==> src/rtl/m_lsu_ctrl_if.sv <==
// m_lsu_ctrl_if
//   Word-addressed data bus between the load/store sequencer and memory.
//   The master issues a request and holds every request field stable until
//   the slave returns a single-cycle bus_ack, which carries bus_rdata.
//
//   bus_req     master -> slave  request outstanding
//   bus_we      master -> slave  1 = write, 0 = read
//   bus_addr    master -> slave  word address, bits [1:0] always 0
//   bus_byteen  master -> slave  write byte enables (0 for reads)
//   bus_wdata   master -> slave  lane-aligned write data
//   bus_ack     slave -> master  completion, one cycle
//   bus_rdata   slave -> master  read word, valid with bus_ack
interface m_lsu_ctrl_if;
  logic        bus_req;
  logic        bus_we;
  logic [31:0] bus_addr;
  logic [3:0]  bus_byteen;
  logic [31:0] bus_wdata;
  logic        bus_ack;
  logic [31:0] bus_rdata;

  modport master (
    output bus_req, bus_we, bus_addr, bus_byteen, bus_wdata,
    input  bus_ack, bus_rdata
  );

  modport slave (
    input  bus_req, bus_we, bus_addr, bus_byteen, bus_wdata,
    output bus_ack, bus_rdata
  );
endinterface

==> src/rtl/m_lsu_ctrl.sv <==
// m_lsu_ctrl
//   Memory-stage load/store sequencer. Accepts one load/store from the M
//   stage, runs it on the word-addressed data bus (variable-latency ack),
//   generates byte enables / lane-replicated store data, and lane-selects
//   and extends load data. Stalls F/D/E/M while a transaction is in flight
//   and reports misaligned accesses to CP0.
//
//   Ports:
//     clk, reset          clock, synchronous active-high reset
//     req_valid/we/op     M-stage request (op: 0 w, 1 bu, 2 b, 3 hu, 4 h)
//     req_addr/req_wdata  byte address, right-aligned store data
//     flush               CP0 exception/eret flush
//     stall               pipeline freeze
//     rdata/rdata_valid   extended load result, valid for one cycle
//     exc_adel/exc_ades   misaligned load / store (combinational)
//     bus_err             bus timeout pulse
//     bus                 m_lsu_ctrl_if.master data bus
//
//   Optional feature: define LSU_TIMEOUT_EN to abort a transaction after
//   TIMEOUT_CYCLES busy cycles without bus_ack (bus_err pulses, loads
//   return 0). Without it the sequencer waits for ack indefinitely.
module m_lsu_ctrl #(
  parameter int TIMEOUT_CYCLES = 255
) (
  input  logic        clk,
  input  logic        reset,
  input  logic        req_valid,
  input  logic        req_we,
  input  logic [2:0]  req_op,
  input  logic [31:0] req_addr,
  input  logic [31:0] req_wdata,
  input  logic        flush,
  output logic        stall,
  output logic [31:0] rdata,
  output logic        rdata_valid,
  output logic        exc_adel,
  output logic        exc_ades,
  output logic        bus_err,
  m_lsu_ctrl_if.master bus
);

  localparam logic [2:0] OP_BU = 3'd1;
  localparam logic [2:0] OP_BS = 3'd2;
  localparam logic [2:0] OP_HU = 3'd3;
  localparam logic [2:0] OP_HS = 3'd4;

  typedef enum logic [1:0] {
    S_IDLE,
    S_BUSY,
    S_DONE
  } state_t;

  state_t      state, state_d;
  logic [1:0]  lane_p1;
  logic [2:0]  op_p1;
  logic        flush_pend_p1;
  logic        misaligned;
  logic        issue;
  logic        flush_go;
  logic        tmo_hit;

  // op values 5..7 fall through to word handling everywhere.
  function automatic logic f_is_byte(input logic [2:0] op);
    return (op == OP_BU) || (op == OP_BS);
  endfunction

  function automatic logic f_is_half(input logic [2:0] op);
    return (op == OP_HU) || (op == OP_HS);
  endfunction

  function automatic logic f_misaligned(input logic [2:0] op, input logic [1:0] a);
    if (f_is_byte(op)) return 1'b0;
    if (f_is_half(op)) return a[0];
    return a != 2'b00;
  endfunction

  function automatic logic [3:0] f_byteen(input logic [2:0] op, input logic [1:0] a);
    if (f_is_byte(op)) return 4'b0001 << a;
    if (f_is_half(op)) return a[1] ? 4'b1100 : 4'b0011;
    return 4'b1111;
  endfunction

  // Replicating the datum into every lane lets memory pick it up with the
  // byte enables alone, independent of the address offset.
  function automatic logic [31:0] f_wdata(input logic [2:0] op, input logic [31:0] d);
    if (f_is_byte(op)) return {4{d[7:0]}};
    if (f_is_half(op)) return {2{d[15:0]}};
    return d;
  endfunction

  function automatic logic [31:0] f_extend(input logic [31:0] w, input logic [1:0] a,
                                           input logic [2:0] op);
    logic [31:0]        sh_w;
    logic [7:0]         b;
    logic [15:0]        h;
    logic signed [7:0]  sb;
    logic signed [15:0] shw;
    sh_w = w >> {a, 3'b000};
    b    = sh_w[7:0];
    h    = a[1] ? w[31:16] : w[15:0];
    sb   = b;
    shw  = h;
    case (op)
      OP_BU:   return 32'(b);
      OP_BS:   return 32'(sb);
      OP_HU:   return 32'(h);
      OP_HS:   return 32'(shw);
      default: return w;
    endcase
  endfunction

  assign misaligned = f_misaligned(req_op, req_addr[1:0]);
  assign issue      = (state == S_IDLE) && req_valid && !misaligned && !flush;
  assign flush_go   = flush || flush_pend_p1;

`ifdef LSU_TIMEOUT_EN
  logic [9:0] tmo_cnt;
  logic       bus_err_q;
  assign tmo_hit = (state == S_BUSY) && !bus.bus_ack &&
                   (tmo_cnt == 10'(TIMEOUT_CYCLES - 1));
  assign bus_err = bus_err_q;
`else
  logic unused_tmo_cfg;
  assign unused_tmo_cfg = (TIMEOUT_CYCLES != 0);
  assign tmo_hit = 1'b0;
  assign bus_err = 1'b0;
`endif

  always_comb begin
    state_d     = state;
    stall       = 1'b0;
    rdata_valid = 1'b0;
    exc_adel    = 1'b0;
    exc_ades    = 1'b0;
    case (state)
      S_IDLE: begin
        stall    = issue;
        exc_adel = req_valid && misaligned && !flush && !req_we;
        exc_ades = req_valid && misaligned && !flush && req_we;
        if (issue) state_d = S_BUSY;
      end
      S_BUSY: begin
        stall = 1'b1;
        // A flushed transaction still completes on the bus, but its result
        // is dropped by skipping DONE.
        if (bus.bus_ack || tmo_hit) state_d = flush_go ? S_IDLE : S_DONE;
      end
      S_DONE: begin
        rdata_valid = !bus.bus_we && !flush;
        state_d     = S_IDLE;
      end
      default: state_d = S_IDLE;
    endcase
  end

  always_ff @(posedge clk) begin
    if (reset) begin
      state          <= S_IDLE;
      bus.bus_req    <= 1'b0;
      bus.bus_we     <= 1'b0;
      bus.bus_addr   <= '0;
      bus.bus_byteen <= '0;
      bus.bus_wdata  <= '0;
      lane_p1        <= '0;
      op_p1          <= '0;
      flush_pend_p1  <= 1'b0;
      rdata          <= '0;
`ifdef LSU_TIMEOUT_EN
      tmo_cnt        <= '0;
      bus_err_q      <= 1'b0;
`endif
    end else begin
      state <= state_d;
`ifdef LSU_TIMEOUT_EN
      bus_err_q <= 1'b0;
`endif
      case (state)
        // Issue: capture the request onto the bus.
        S_IDLE: begin
          if (issue) begin
            bus.bus_req    <= 1'b1;
            bus.bus_we     <= req_we;
            bus.bus_addr   <= {req_addr[31:2], 2'b00};
            bus.bus_byteen <= req_we ? f_byteen(req_op, req_addr[1:0]) : 4'b0000;
            bus.bus_wdata  <= f_wdata(req_op, req_wdata);
            lane_p1        <= req_addr[1:0];
            op_p1          <= req_op;
            flush_pend_p1  <= 1'b0;
`ifdef LSU_TIMEOUT_EN
            tmo_cnt        <= '0;
`endif
          end
        end
        // Busy: wait for ack, then register the extended load result.
        S_BUSY: begin
          if (bus.bus_ack) begin
            bus.bus_req <= 1'b0;
            if (!bus.bus_we && !flush_go) rdata <= f_extend(bus.bus_rdata, lane_p1, op_p1);
          end else if (tmo_hit) begin
            bus.bus_req <= 1'b0;
            if (!bus.bus_we && !flush_go) rdata <= '0;
`ifdef LSU_TIMEOUT_EN
            bus_err_q   <= 1'b1;
`endif
          end else begin
            if (flush) flush_pend_p1 <= 1'b1;
`ifdef LSU_TIMEOUT_EN
            tmo_cnt <= tmo_cnt + 10'd1;
`endif
          end
        end
        default: ;
      endcase
    end
  end

endmodule
==> src/flat_wrapper.sv <==
// flat-port wrapper written by rule: the top's interface ports become plain ports
module m_lsu_ctrl_flat 
#(
  parameter int TIMEOUT_CYCLES = 255
)
  (clk, reset, req_valid, req_we, req_op, req_addr, req_wdata, flush, stall, rdata, rdata_valid, exc_adel, exc_ades, bus_err, bus_bus_req, bus_bus_we, bus_bus_addr, bus_bus_byteen, bus_bus_wdata, bus_bus_ack, bus_bus_rdata);
  m_lsu_ctrl_if bus_i ();
  input  logic clk;
  input  logic reset;
  input  logic req_valid;
  input  logic req_we;
  input  logic [2:0] req_op;
  input  logic [31:0] req_addr;
  input  logic [31:0] req_wdata;
  input  logic flush;
  output logic stall;
  output logic [31:0] rdata;
  output logic rdata_valid;
  output logic exc_adel;
  output logic exc_ades;
  output logic bus_err;
  output wire logic [$bits(bus_i.bus_req)-1:0] bus_bus_req;
  output wire logic [$bits(bus_i.bus_we)-1:0] bus_bus_we;
  output wire logic [$bits(bus_i.bus_addr)-1:0] bus_bus_addr;
  output wire logic [$bits(bus_i.bus_byteen)-1:0] bus_bus_byteen;
  output wire logic [$bits(bus_i.bus_wdata)-1:0] bus_bus_wdata;
  input wire logic [$bits(bus_i.bus_ack)-1:0] bus_bus_ack;
  input wire logic [$bits(bus_i.bus_rdata)-1:0] bus_bus_rdata;
  assign bus_bus_req = bus_i.bus_req;
  assign bus_bus_we = bus_i.bus_we;
  assign bus_bus_addr = bus_i.bus_addr;
  assign bus_bus_byteen = bus_i.bus_byteen;
  assign bus_bus_wdata = bus_i.bus_wdata;
  assign bus_i.bus_ack = bus_bus_ack;
  assign bus_i.bus_rdata = bus_bus_rdata;
  m_lsu_ctrl #(.TIMEOUT_CYCLES(TIMEOUT_CYCLES)) u_core (.clk(clk), .reset(reset), .req_valid(req_valid), .req_we(req_we), .req_op(req_op), .req_addr(req_addr), .req_wdata(req_wdata), .flush(flush), .stall(stall), .rdata(rdata), .rdata_valid(rdata_valid), .exc_adel(exc_adel), .exc_ades(exc_ades), .bus_err(bus_err), .bus(bus_i));
endmodule
==> config.mk <==
export PLATFORM = sky130hd
export DESIGN_NAME = m_lsu_ctrl_flat
export DESIGN_NICKNAME = d
export VERILOG_FILES = /design/src/rtl/m_lsu_ctrl_if.sv /design/src/rtl/m_lsu_ctrl.sv /design/src/flat_wrapper.sv
export SDC_FILE = /design/constraint.sdc
export NUM_CORES = 1
export LEC_CHECK = 0
export ABC_AREA = 1
export CORE_AREA = 2 2 161 131
export DETAILED_ROUTE_END_ITERATION = 10
export DIE_AREA = 0 0 163 133
export PLACE_DENSITY_LB_ADDON = 0.25
export SETUP_SLACK_MARGIN = 0.15
export SLEW_MARGIN = 20
export SYNTH_ARGS = -nofsm -noshare
export SYNTH_HDL_FRONTEND = slang
export SYNTH_SLANG_ARGS = --single-unit
export TNS_END_PERCENT = 1
==> constraint.sdc <==
create_clock -name clk -period 1.6 [get_ports clk]
set_input_delay 0.16 -clock clk [delete_from_list [all_inputs] [get_ports clk]]
set_output_delay 0.16 -clock clk [all_outputs]
set_load 0.1 [all_outputs]
# Yosys cells after proc, flatten, opt, wreduce, memory -nomap -nowiden

Cells that the tools add are included.

Flip-flop bits (word level): 108
Bits of input ports: 105
Output and inout port bits: 107
Word-level logic and storage cells: 92

Equality and inequality tests: 14
Shifts and indexed selects: 2
Mux-type cells: 41
Reductions and logical operators: 25

Operator list:

| kind                                                                  | count |
|---|---|
| 32-bit two-way mux                                                    | 4 |
| 32-bit one-hot mux with 4 select lines                                | 1 |
| 32-bit by 5-bit >> shifter with 8-bit output                          | 1 |
| 4-bit two-way mux                                                     | 6 |
| 1-bit two-way mux                                                     | 22 |
| 16-bit two-way mux                                                    | 1 |
| 3-bit by 2-bit equality test with 1-bit output, second input constant | 4 |
| 1-bit logical AND                                                     | 9 |
| 3-bit by 1-bit equality test with 1-bit output, second input constant | 2 |
| 3-bit equality test, second input constant                            | 2 |
| 2-bit two-way mux                                                     | 3 |
| 2-bit != test, second input constant                                  | 3 |
| 1-bit one-hot mux with 2 select lines                                 | 3 |
| 3-bit AND reduction                                                   | 2 |
| 1-bit logical NOT                                                     | 5 |
| 2-bit one-hot mux with 2 select lines                                 | 1 |
| 2-bit AND reduction                                                   | 2 |
| 4-bit AND reduction                                                   | 1 |
| 2-bit nonzero test                                                    | 2 |
| 1-bit by 2-bit left shift with 4-bit output, first input constant     | 1 |
| 1-bit logical OR                                                      | 3 |
| 2-bit by 1-bit equality test with 1-bit output, second input constant | 1 |
| 2-bit equality test, second input constant                            | 1 |
| 2-bit logical NOT                                                     | 1 |
| 2-bit by 1-bit != test with 1-bit output, second input constant       | 1 |

# Depth between registers and ports, before layout

Depth after elaboration: 19
Mapped depth: 11
Gate-level depth less buffers: 10

# Worst setup path after synthesis

OpenSTA, ideal clock, no wires.

Path kind: reg2out
From: reg u_core.bus.bus_we
To: out rdata_valid
Arrival: 3.698 ns
Required time: 1.440 ns
Setup slack: -2.258 ns
Cell stages (with the launch flop): 2
Path buffers: 0
Cell sequence: dfxtp_1 nor4_1

Longest elaborated chain between the ends: 3

RTL lines:

| item                     | RTL line            | text |
|---|---|---|
| start: declaration       | m_lsu_ctrl_if.sv:23 | `output bus_req, bus_we, bus_addr, bus_byteen, bus_wdata,` |
| start signal: assignment | m_lsu_ctrl.sv:182   | `bus.bus_we <= req_we;` |
| 1-bit logical NOT        | m_lsu_ctrl.sv:149   | `rdata_valid = !bus.bus_we && !flush;` |
| 1-bit logical AND        | m_lsu_ctrl.sv:149   |  |
| 1-bit two-way mux        | m_lsu_ctrl.sv:135   | `case (state)` |
| end: declaration         | flat_wrapper.sv:18  | `output logic rdata_valid;` |

Every way passes these cells.

# Worst setup path in the final report

From: reg u_core.state[1]
To: out exc_ades

Longest elaborated chain between the ends: 2

RTL lines:

| item                     | RTL line           | text |
|---|---|---|
| start: declaration       | m_lsu_ctrl.sv:53   | `state_t state, state_d;` |
| start signal: assignment | m_lsu_ctrl.sv:173  | `state <= state_d;` |
| 2-bit logical NOT        | m_lsu_ctrl.sv:135  |  |
| 1-bit two-way mux        | m_lsu_ctrl.sv:135  |  |
| end: declaration         | flat_wrapper.sv:20 | `output logic exc_ades;` |

Every way passes these cells.

==> metrics.cfg <==
[run_status]
status=finished, violations left
violations=negative setup slack

[route]
wire_per_inst_um=14.6
route.vias.total=5491
drtIter0Drc=333
dr.pass1.iters=6
routed_via_density=4.45
final_antenna_net_count=0
drc=0
wirelength_um=18000

[cells_and_area]
fin_util_pct=46.2
layout_commonest_cell=nand2_1
final_cell_mix=nand2_1 (135), nor2_1 (122), buf_12 (111), dfxtp_1 (101), clkdlybuf4s50_1 (98)
drive_above_1_share_pct=27.3
area_growth_pct=89.8
postLayoutCellArea_um2=9380
n_fill_cell=1950
final_nets=1064

[clock_tree]
cts_buffers=9
tritoncts=done
cts_max_level=3
clockRootBuffer=clkbuf_16
path_clk_slew_ns=0.08
clkLatencyLatePin_ns=0.35
clk_path_buf_depth=2
cts.sinks=108

[placed_design]
dpl_cell_area_um2=8690
place.gp.congestion=0.850
dp_hpwl_um=13300
dpl_worst_slack_ns=-0.343
io_buffer_count=208

[logic_synthesis]
synth_area_um2=4940
yosysSeqAreaShare_pct=43.7
synth_seq_cells=108
yosys_warnings=0
synth_area_per_cell_um2=6.80
synth_edf_count=0
synth_cells=727
yosysUniqueCellTypes=25
async_flop_share_pct=0
synth_flop_cell=dfxtp_1

[die]
rows=47
dieArea_um2=21700
ios=212
core_area_um2=20300
die_w_um=163
die_h_um=133
initial_core_util_pct=24.4

[sta]
maxSlewViolCount=0
min_period_ns=1.61
final-hold-violation-count=0
max_freq_mhz=622
fin_crit_sh_pct=100
clock_skew_ns=0.00836
setup_violations=1
fin_hold_ws_ns=0.191
fin_ws_ns=-0.00672
rsz0062_at_grt=yes

[pwr]
p_per_area_nw_per_um2=864
power.leakage_nw=3.84
power.total_mw=8.11
peakVddDrop_mv=0.576

[critical_path]
path_cells=nor3_4, buf_6, nand3_4, nor2_4, buf_12
worst_ep_arrival_time_ns=1.45
start_kind=register
crit_fanout=2
cpMaxStageDelayCell=dfxtp_2
rrSetupSlack_ns=0.12
worstPathRequired_ns=1.44
crit_type=register to output pin
critPathMaxStageDelay_ns=0.34
setup.worst_path.end_class=output pin

[global_routing]
grtUsageTotal_pct=16.4
grt_max_degree=34
grt_pass1_wl_um=28000
antenna_found_initial=1
grt_pass1_vias=5126
grt.overflow.total=0

[worst_hold_path]
hp-class=primary input to register

[flow_run]
maxCapViolations=0

-- cells in the mapped netlist, types with 2 or more instances --
cell type / n / area share [%]
nor3_1: 2 / 0.20
inv_1: 38 / 2.9
o21ai_1: 2 / 0.20
clkbuf_1: 21 / 1.6
nand2_2: 2 / 0.25
nor2_2: 5 / 0.63
inv_2: 2 / 0.15
nand3_1: 19 / 1.9
o21ai_0: 131 / 13
a21oi_1: 88 / 8.9
dfxtp_1: 108 / 44
nor2_1: 125 / 9.5
clkinv_1: 2 / 0.15
nand2_1: 144 / 11
buf_2: 14 / 1.4
mux2i_1: 7 / 1.4
buf_4: 9 / 1.4
-- logic make-up after synthesis --
| kind of cell | synth area share [%] |
|---|---|
| AOI/OAI and AO/OA | 22.5 |
| other | 0.0759 |
| buffers and inverters | 7.90 |
| muxes | 1.42 |
| and+or+nand+nor | 24.3 |
| DFF | 43.7 |
-- path summary, 6_finish.rpt --
check	start	end	cells past startpoint
setup / recovery	u_core.state[1]	exc_ades	5
hold reg to reg	u_core.flush_pend_p1	u_core.flush_pend_p1	2
hold / removal	req_addr[0]	u_core.lane_p1[0]	3
setup reg to reg	u_core.state[1]	u_core.bus.bus_byteen[0]	8
-- layer usage --
layer	track usage (%)	share of wire (%)	vias to the layer above
met2	24.5	44	171
met3	4.98	7.4	13
met1	23.0	47	2469
met5	0	0	-
li1	-	-	2838
met4	4.08	1.4	0
-- stage by stage --
stage / instances / TNS (ns)
final: 1234 / -0.00672
after CTS: 1233 / -0.115
after global placement: 1214 / -21.92
after floorplan: 729 / -0.339
after detailed placement: 1214 / -23.29
after global routing: 1233 / -0.185
-- timing repair --
action | in CTS | in global routing
hold buffers | 0 | 0
buffers inserted | 3 | 0
pin swaps | 7 | 26
resized for setup | 74 | 89
setup endpoints to repair | 109 | 105
-- final cells by class --
cell class	instances	area [um2]	share of cell area (%)
diodes	1	2.50	0.0267
clock buffers	11	253	2.69
clock inverters	5	45.0	0.480
inverters	42	169	1.80
multi-input cells	533	2740	29.2
flip-flops and latches	108	2180	23.2
well taps	269	337	3.59
repair buffers	265	3660	39.0
-- power breakdown --
group / internal (mW) / total, mW / leakage, nW / switching [mW]
clock: 1.16 / 2.26 / 0.144 / 1.09
combinational: 1.12 / 2.87 / 2.81 / 1.76
sequential: 2.83 / 2.98 / 0.884 / 0.152
-- state kept, by name, summed over array words and instances, names as in the netlist --
register / flops
u_core.bus.bus_wdata: 32
u_core.rdata: 32
u_core.bus.bus_addr: 30
u_core.bus.bus_byteen: 4
u_core.op_p1: 3
u_core.lane_p1: 2
u_core.state: 2
u_core.bus.bus_req: 1
u_core.bus.bus_we: 1
u_core.flush_pend_p1: 1
-- critical path, delay by kind of cell (launching register included) --
| kind | cells | cell delay, ns |
|---|---|---|
| simple gates | 3 | 0.42 |
| flops | 1 | 0.34 |
| buf+inv | 2 | 0.33 |
Power figures use the tool's default switching activity.
